<file path="src/rtl/mat_addr_gen_if.sv">
// Address stream from mat_addr_gen to an operand memory: valid/ready handshake
// with a last-address flag.
interface mat_addr_gen_if #(
    parameter int ADDR_W = 8
) ();
    logic [ADDR_W-1:0] addr;
    logic              addr_valid;
    logic              addr_ready;
    logic              addr_last;

    modport master (output addr, output addr_valid, output addr_last, input addr_ready);
    modport slave  (input addr, input addr_valid, input addr_last, output addr_ready);
endinterface

</file>
<file path="src/rtl/mat_addr_gen.sv">
// Matrix address generator: sweeps a ROWS x COLS row-major matrix at a latched base,
// row- or column-major per run. Optional repeat passes under MAT_ADDR_GEN_REPEAT_EN.
module mat_addr_gen #(
    parameter int ROWS   = 8,
    parameter int COLS   = 8,
    parameter int ADDR_W = 8
) (
    input  logic              clk,
    input  logic              reset,
    input  logic              start,
    input  logic              mode,
    input  logic [ADDR_W-1:0] base,
`ifdef MAT_ADDR_GEN_REPEAT_EN
    input  logic [7:0]        rep_cnt,
`endif
    output logic              busy,
    output logic              done,
    mat_addr_gen_if.master    stream
);
    localparam int RW = (ROWS > 1) ? $clog2(ROWS) : 1;
    localparam int CW = (COLS > 1) ? $clog2(COLS) : 1;
    localparam logic [RW-1:0] R_MAX = RW'(ROWS - 1);
    localparam logic [CW-1:0] C_MAX = CW'(COLS - 1);

    typedef enum logic [1:0] {IDLE, RUN, DONE} state_t;

    state_t            state, state_n;
    logic [RW-1:0]     r;
    logic [CW-1:0]     c;
    logic              mode_q;
    logic [ADDR_W-1:0] base_q;
    logic [ADDR_W-1:0] offset;
    logic              load, step, handshake;
    logic              r_end, c_end, pass_end, at_last;

`ifdef MAT_ADDR_GEN_REPEAT_EN
    logic [7:0] rep_q;
    logic [7:0] pass;
    assign pass_end = (pass == rep_q);
`else
    assign pass_end = 1'b1;
`endif

    assign r_end     = (r == R_MAX);
    assign c_end     = (c == C_MAX);
    assign at_last   = r_end && c_end && pass_end;
    assign handshake = stream.addr_valid && stream.addr_ready;

    always_comb begin
        // NOTE: every output of this block gets a default first, so no path infers a latch.
        state_n = state;
        load    = 1'b0;
        step    = 1'b0;
        case (state)
            IDLE: begin
                if (start) begin
                    state_n = RUN;
                    load    = 1'b1;
                end
            end
            RUN: begin
                if (handshake) begin
                    // The final address is held through DONE, so counters stop on it.
                    step = !at_last;
                    if (at_last) state_n = DONE;
                end
            end
            DONE: begin
                load    = start;
                state_n = start ? RUN : IDLE;
            end
            default: state_n = IDLE;
        endcase
    end

    // NOTE: sequential state uses non-blocking assignments so every flop samples pre-edge values.
    always_ff @(posedge clk or negedge reset) begin
        if (!reset) state <= IDLE;
        else        state <= state_n;
    end

    always_ff @(posedge clk or negedge reset) begin
        if (!reset) begin
            r      <= '0;
            c      <= '0;
            mode_q <= 1'b0;
            base_q <= '0;
`ifdef MAT_ADDR_GEN_REPEAT_EN
            rep_q  <= '0;
            pass   <= '0;
`endif
        end else if (load) begin
            r      <= '0;
            c      <= '0;
            mode_q <= mode;
            base_q <= base;
`ifdef MAT_ADDR_GEN_REPEAT_EN
            rep_q  <= rep_cnt;
            pass   <= '0;
`endif
        end else if (step) begin
            if (!mode_q) begin
                c <= c_end ? '0 : c + 1'b1;
                if (c_end) r <= r_end ? '0 : r + 1'b1;
            end else begin
                r <= r_end ? '0 : r + 1'b1;
                if (r_end) c <= c_end ? '0 : c + 1'b1;
            end
`ifdef MAT_ADDR_GEN_REPEAT_EN
            // Both indices wrap together at the end of a non-final pass.
            if (r_end && c_end) pass <= pass + 1'b1;
`endif
        end
    end

    // Arithmetic at ADDR_W bits gives the modulo-2^ADDR_W wrap for free.
    assign offset = ADDR_W'(r) * ADDR_W'(COLS) + ADDR_W'(c);

    assign busy              = (state == RUN);
    assign done              = (state == DONE);
    assign stream.addr       = base_q + offset;
    assign stream.addr_valid = busy;
    assign stream.addr_last  = busy && at_last;
endmodule

</file>
<file path="src/flat_wrapper.sv">
// flat-port wrapper written by rule: the top's interface ports become plain ports
module mat_addr_gen_flat 
#(
    parameter int ROWS   = 8,
    parameter int COLS   = 8,
    parameter int ADDR_W = 8
)
  (clk, reset, start, mode, base, busy, done, stream_addr, stream_addr_valid, stream_addr_last, stream_addr_ready);
  mat_addr_gen_if #(.ADDR_W(ADDR_W)) stream_i ();
  input  logic clk;
  input  logic reset;
  input  logic start;
  input  logic mode;
  input  logic [ADDR_W-1:0] base;
  output logic busy;
  output logic done;
  output wire logic [$bits(stream_i.addr)-1:0] stream_addr;
  output wire logic [$bits(stream_i.addr_valid)-1:0] stream_addr_valid;
  output wire logic [$bits(stream_i.addr_last)-1:0] stream_addr_last;
  input wire logic [$bits(stream_i.addr_ready)-1:0] stream_addr_ready;
  assign stream_addr = stream_i.addr;
  assign stream_addr_valid = stream_i.addr_valid;
  assign stream_addr_last = stream_i.addr_last;
  assign stream_i.addr_ready = stream_addr_ready;
  mat_addr_gen #(.ROWS(ROWS), .COLS(COLS), .ADDR_W(ADDR_W)) u_core (.clk(clk), .reset(reset), .start(start), .mode(mode), .base(base), .busy(busy), .done(done), .stream(stream_i));
endmodule
</file>
<file path="config.mk">
export PLATFORM = sky130hd
export DESIGN_NAME = mat_addr_gen_flat
export DESIGN_NICKNAME = d
export VERILOG_FILES = /design/src/rtl/mat_addr_gen_if.sv /design/src/rtl/mat_addr_gen.sv /design/src/flat_wrapper.sv
export SDC_FILE = /design/constraint.sdc
export NUM_CORES = 1
export LEC_CHECK = 0
export ABC_AREA = 1
export BUFFER_PORTS_ARGS = -buffer_cell sky130_fd_sc_hd__clkbuf_2
export CORE_MARGIN = 3
export CORE_UTILIZATION = 45
export DETAILED_ROUTE_END_ITERATION = 7
export PLACE_DENSITY = 0.75
export SLEW_MARGIN = 40
export SYNTH_ARGS = -nofsm -noshare
export SYNTH_HDL_FRONTEND = slang
export SYNTH_SLANG_ARGS = --single-unit
</file>
<file path="constraint.sdc">
create_clock -name clk -period 2.2 [get_ports clk]
set_clock_uncertainty 0.05 [all_clocks]
set_input_delay 0.33 -clock clk [delete_from_list [all_inputs] [get_ports clk]]
set_output_delay 0.33 -clock clk [all_outputs]
set_load 0.1 [all_outputs]
</file>
# Yosys cells after proc, flatten, opt, wreduce, memory -nomap -nowiden
# Index checks and enable logic that the tools add are counted.
dict set report totals {
  input_bits 13
  elab_cells 46
  regBits 17
  output_inout_bits 12
}
dict set report op_classes {
  n_reduce_logical 10
  muxes 19
  n_addsub 4
  eq_ne 8
}
# op n
set ops {}
lappend ops {{$mux W3} 10}
lappend ops {{$add A8 B8 Y8} 1}
lappend ops {{$add A6 B3 Y7} 1}
lappend ops {{$add A3 B1 Y3 const B} 2}
lappend ops {{$eq A3 B3 Y1 const B} 2}
lappend ops {{$mux W2} 3}
lappend ops {{$ne A2 B2 Y1 const B} 3}
lappend ops {{$pmux W2 S3} 1}
lappend ops {{$mux W1} 4}
lappend ops {{$reduce_and A2 Y1} 2}
lappend ops {{$logic_and A1 B1 Y1} 3}
lappend ops {{$ne A3 B3 Y1 const B} 1}
lappend ops {{$reduce_and A3 Y1} 1}
lappend ops {{$reduce_bool A3 Y1} 1}
lappend ops {{$eq A2 B1 Y1 const B} 1}
lappend ops {{$eq A2 B2 Y1 const B} 1}
lappend ops {{$logic_not A2 Y1} 1}
lappend ops {{$pmux W1 S2} 1}
lappend ops {{$reduce_bool A2 Y1} 1}
lappend ops {{$logic_not A1 Y1} 1}

# Logic depth before layout (Yosys ltp)
dict set report logic_depth {
  depth_word 7
  depth_mapped 10
  mapped_depth_nobuf 10
}

# Worst setup path before layout
# No wires, ideal clock.
dict set report synth_path {
  path_type {reg-to-output}
  from {register u_core.state[0]}
  to {output port stream_addr_last}
  path_stages_with_launch 5
  setup_slack_ns -1.363
  required_ns 1.820
  arrival_ns 3.183
  path_buffers 0
  cell_sequence {dfrtp_1 > inv_2 > nor2_1 > inv_1 > nor2_1}
}
dict set report synth_via {
  elab_chain_cells 2
}
# item line
set synth_rtl {}
lappend synth_rtl {{start, declared} mat_addr_gen.sv:27} ;# state_t state, state_n;
lappend synth_rtl {{start signal, assigned} mat_addr_gen.sv:79} ;# else state <= state_n;
lappend synth_rtl {{$eq A2 B1 Y1} mat_addr_gen.sv:119} ;# assign busy = (state == RUN);
lappend synth_rtl {{named net busy} flat_wrapper.sv:15} ;# output logic busy;
lappend synth_rtl {{$logic_and A1 B1 Y1} mat_addr_gen.sv:123} ;# assign stream.addr_last = busy && at_last;
lappend synth_rtl {{end, declared} flat_wrapper.sv:19} ;# output wire logic [$bits(stream_i.addr_last)-1:0] stream_addr_last;
# The timed path passes the listed nets, and every way through them passes these cells.

# Final worst setup path
dict set report layout_path {
  from {register u_core.base_q[0]}
  to {output port stream_addr[6]}
}
dict set report layout_via {
  elab_chain_cells 1
}
# item line
set layout_rtl {}
lappend layout_rtl {{start, declared} mat_addr_gen.sv:31} ;# logic [ADDR_W-1:0] base_q;
lappend layout_rtl {{start signal, assigned} mat_addr_gen.sv:96} ;# base_q <= base;
lappend layout_rtl {{$add A8 B8 Y8} mat_addr_gen.sv:121} ;# assign stream.addr = base_q + offset;
lappend layout_rtl {{end, declared} flat_wrapper.sv:17} ;# output wire logic [$bits(stream_i.addr)-1:0] stream_addr;
# Every way passes these cells.

==> run_results.csv <==
group,metric,value,unit
floorplan,fp.dieH,56.5,um
clock_tree,cts_tree,"yes",
grt,overflow,0,
grt,grt.total_usage,15.9,%
grt,grt_first_pass_wirelength,4030,um
worst_setup_path,slowest_delay,0.38,ns
worst_setup_path,cp_slowest_cell,"dfrtp_1",
worst_setup_path,cp_data_required_time,1.82,ns
floorplan,initial_utilization,49.5,%
sta,finalSetupViolCount,2,
outcome,status,"complete, but fails checks",
routing,vias_per_cell,4.99,
synthesis,synth_top_family_by_area,"simple AND/OR/NAND/NOR gates",
worst_setup_path,r2r_slack,0.38,ns
grt,grt_max_degree,23,
worst_setup_path,end_kind,"output port",
floorplan,die_area,3190,um^2
floorplan,core,2320,um^2
sta,rsz0062_at_grt,"true",
synthesis,synth_area,1150,um^2
routing,drc,0,
clock_tree,clock_latency,0.30,ns
layout,final_common_cell,"nand2_1",
clock_tree,path_clk_slew,0.11,ns
outcome,violations,"negative setup slack",
layout,drive_gt1_share,41.4,%
clock_tree,cts.sinks,17,
sta,slew-limit-headroom,63.8,%
floorplan,io_pins,25,
sta,timing.final.ws_setup,-0.0540,ns
worst_setup_path,cp_cell_sequence,"ha_2 -> inv_2 -> fa_2 -> inv_2 -> nand2_2 -> nand2_2 -> nand3b_1 -> nand2_1 -> nand2_1 -> nand2_2 -> buf_12",
floorplan,die_x,56.5,um
sta,finalHoldViolCount,0,
worst_hold_path,hp-class,"primary input to flop",
place,gp_congestion,0.868,
synthesis,syn-num-nets,162,
routing,vias,984,
synthesis,ys_seq_area_share,37.0,%
place,hpwl,1720,um
synthesis,synth-adder-area-share,12.6,%
synthesis,synth_cell_types,19,
grt,antenna_found_initial,0,
routing,firstDrtPassIters,4,
sta,finalCritPeriodShare,102,%
synthesis,synth-xor-area-share,2.29,%
worst_setup_path,critical_path_arrival,1.87,ns
clock_tree,cts_buffers,3,
synthesis,ys_seq_elements,17,
clock_tree,ctsHtreeMaxLevel,1,
grt,grt_pass1_vias,958,
flow_run,max-cap-violations,0,
routing,antenna_left,0,
clock_tree,root_buffer,"clkbuf_4",
worst_setup_path,start_kind,"flop",
layout,nFillCells,171,
synthesis,postSynthAreaPerCell,8.32,um^2
layout,areaGrowthSynthToFinish,40.0,%
routing,wl_per_cell,12.1,um
sta,period_needed,2.25,ns
sta,drv_slew,0,
synthesis,synth_compound_area_share,2.18,%
routing,first_iter_violations,14,
synthesis,synth_warnings,0,
synthesis,synth_cells,138,
sta,clock.fmax,444,MHz
sta,tightest_slew,0.545,ns
layout,nNetsFinal,194,
clock_tree,ctsLongestPathBuffers,2,
worst_setup_path,crit_top_cell,"nand2_2",
layout,antenna_cells,0,
floorplan,row_count,17,
place,io_buffers,24,
synthesis,yosys.area_share.simple,29.2,%
worst_setup_path,crit_type,"flop to output port",
layout,final_util,69.3,%
synthesis,synthMuxAreaShare,7.84,%
routing,drt_wl_total,2380,um
layout,final_cell_mix,"nand2_1, inv_1, clkbuf_2",
worst_setup_path,cp_max_fo,2,
-- area by class of cell --
type                            instances  area [um^2]  share of cell area [%]
Tap cell                               28         35.0                    2.18
Multi-Input combinational cell         98          752                    46.8
Sequential cell                        17          428                    26.6
Clock buffer                            3         22.5                    1.40
Clock inverter                          1         7.51                   0.467
Timing Repair Buffer                   30          288                    17.9
Inverter                               20         75.1                    4.67
-- registers in the layout (all words and copies together) (netlist names) --
register	flops
u_core.base_q	8
u_core.c	3
u_core.r	3
u_core.state	2
u_core.mode_q	1
-- per-layer routing --
metal  track usage [%]  up-vias  routed length, um
met5                 0        -                  0
met4              4.07        0                 26
met2              28.7       16               1170
met3              5.06        4                100
li1                  -      506                  -
met1              18.0      458               1080
-- synth_stat cells --
| cell | instances | share of area [%] |
|---|---|---|
| nand3_1 | 7 | 3.0 |
| buf_4 | 2 | 1.3 |
| xnor2_1 | 3 | 2.3 |
| nand2_2 | 2 | 1.1 |
| nor2_2 | 1 | 0.55 |
| mux2_4 | 6 | 7.8 |
| or2_2 | 2 | 1.1 |
| inv_1 | 19 | 6.2 |
| ha_1 | 10 | 11 |
| fa_1 | 1 | 1.7 |
| a21oi_1 | 5 | 2.2 |
| dfrtp_1 | 17 | 37 |
| nand2_4 | 2 | 2.0 |
| nor2_1 | 13 | 4.2 |
| inv_2 | 1 | 0.33 |
| nand4_1 | 7 | 3.8 |
| buf_6 | 1 | 0.98 |
| nand3b_1 | 2 | 1.3 |
| nand2_1 | 37 | 12 |
-- worst paths after layout --
path | to | cells past startpoint | start
setup / recovery | stream_addr[6] | 11 | u_core.base_q[0]$_DFFE_PN0P_
hold / removal | u_core.mode_q$_DFFE_PN0P_ | 2 | mode
setup reg to reg | u_core.c[1]$_DFFE_PN0P_ | 9 | u_core.c[0]$_DFFE_PN0P_
hold reg to reg | u_core.base_q[0]$_DFFE_PN0P_ | 1 | u_core.base_q[0]$_DFFE_PN0P_
max in group asynchronous | u_core.r[1]$_DFFE_PN0P_ | 2 | reset
min in group asynchronous | u_core.state[1]$_DFFE_PN0P_ | 2 | reset
-- critical path, delay by kind of cell, from the launching register on --
family	cells	cell delay (ns)
flops	1	0.38
simple gates	6	0.40
fa+ha+maj	2	0.53
buf+inv	3	0.27
-- kinds of logic (layout without fill, tap and decap cells) --
| logic type | Yosys count | count (layout) |
|---|---|---|
| buffers and inverters | 23 | 54 |
| and+or+nand+nor | 73 | 73 |
| DFF | 17 | 17 |
| AOI/OAI and AO/OA | 5 | 5 |
| adders and majority gates | 11 | 11 |
| xor gates and xnor gates | 3 | 3 |
| muxes | 6 | 6 |
-- through the flow --
stage                     setup TNS, ns  cell area (um^2)  hold slack, ns  setup WS (ns)  instances
after floorplan                  -0.119              1210         -0.0156        -0.0580        138
after global placement                0              1450           0.239          0.209        187
after detailed placement              0              1450           0.248          0.173        187
after CTS                        -0.154              1550           0.190        -0.0930        194
after global routing             -0.433              1610           0.185         -0.150        197
final                           -0.0771              1610           0.196        -0.0540        197
-- repair_timing --
action	4_1_cts	5_1_grt
pin swaps	4	4
endpoints found under the setup margin	5	7
endpoints found under the hold margin	17	0
resized for setup	9	11
buffers inserted	2	3
hold buffers	1	0
Power is not shown: default switching activity piles up to over one toggle a cycle in this logic, so the estimate is an artifact.
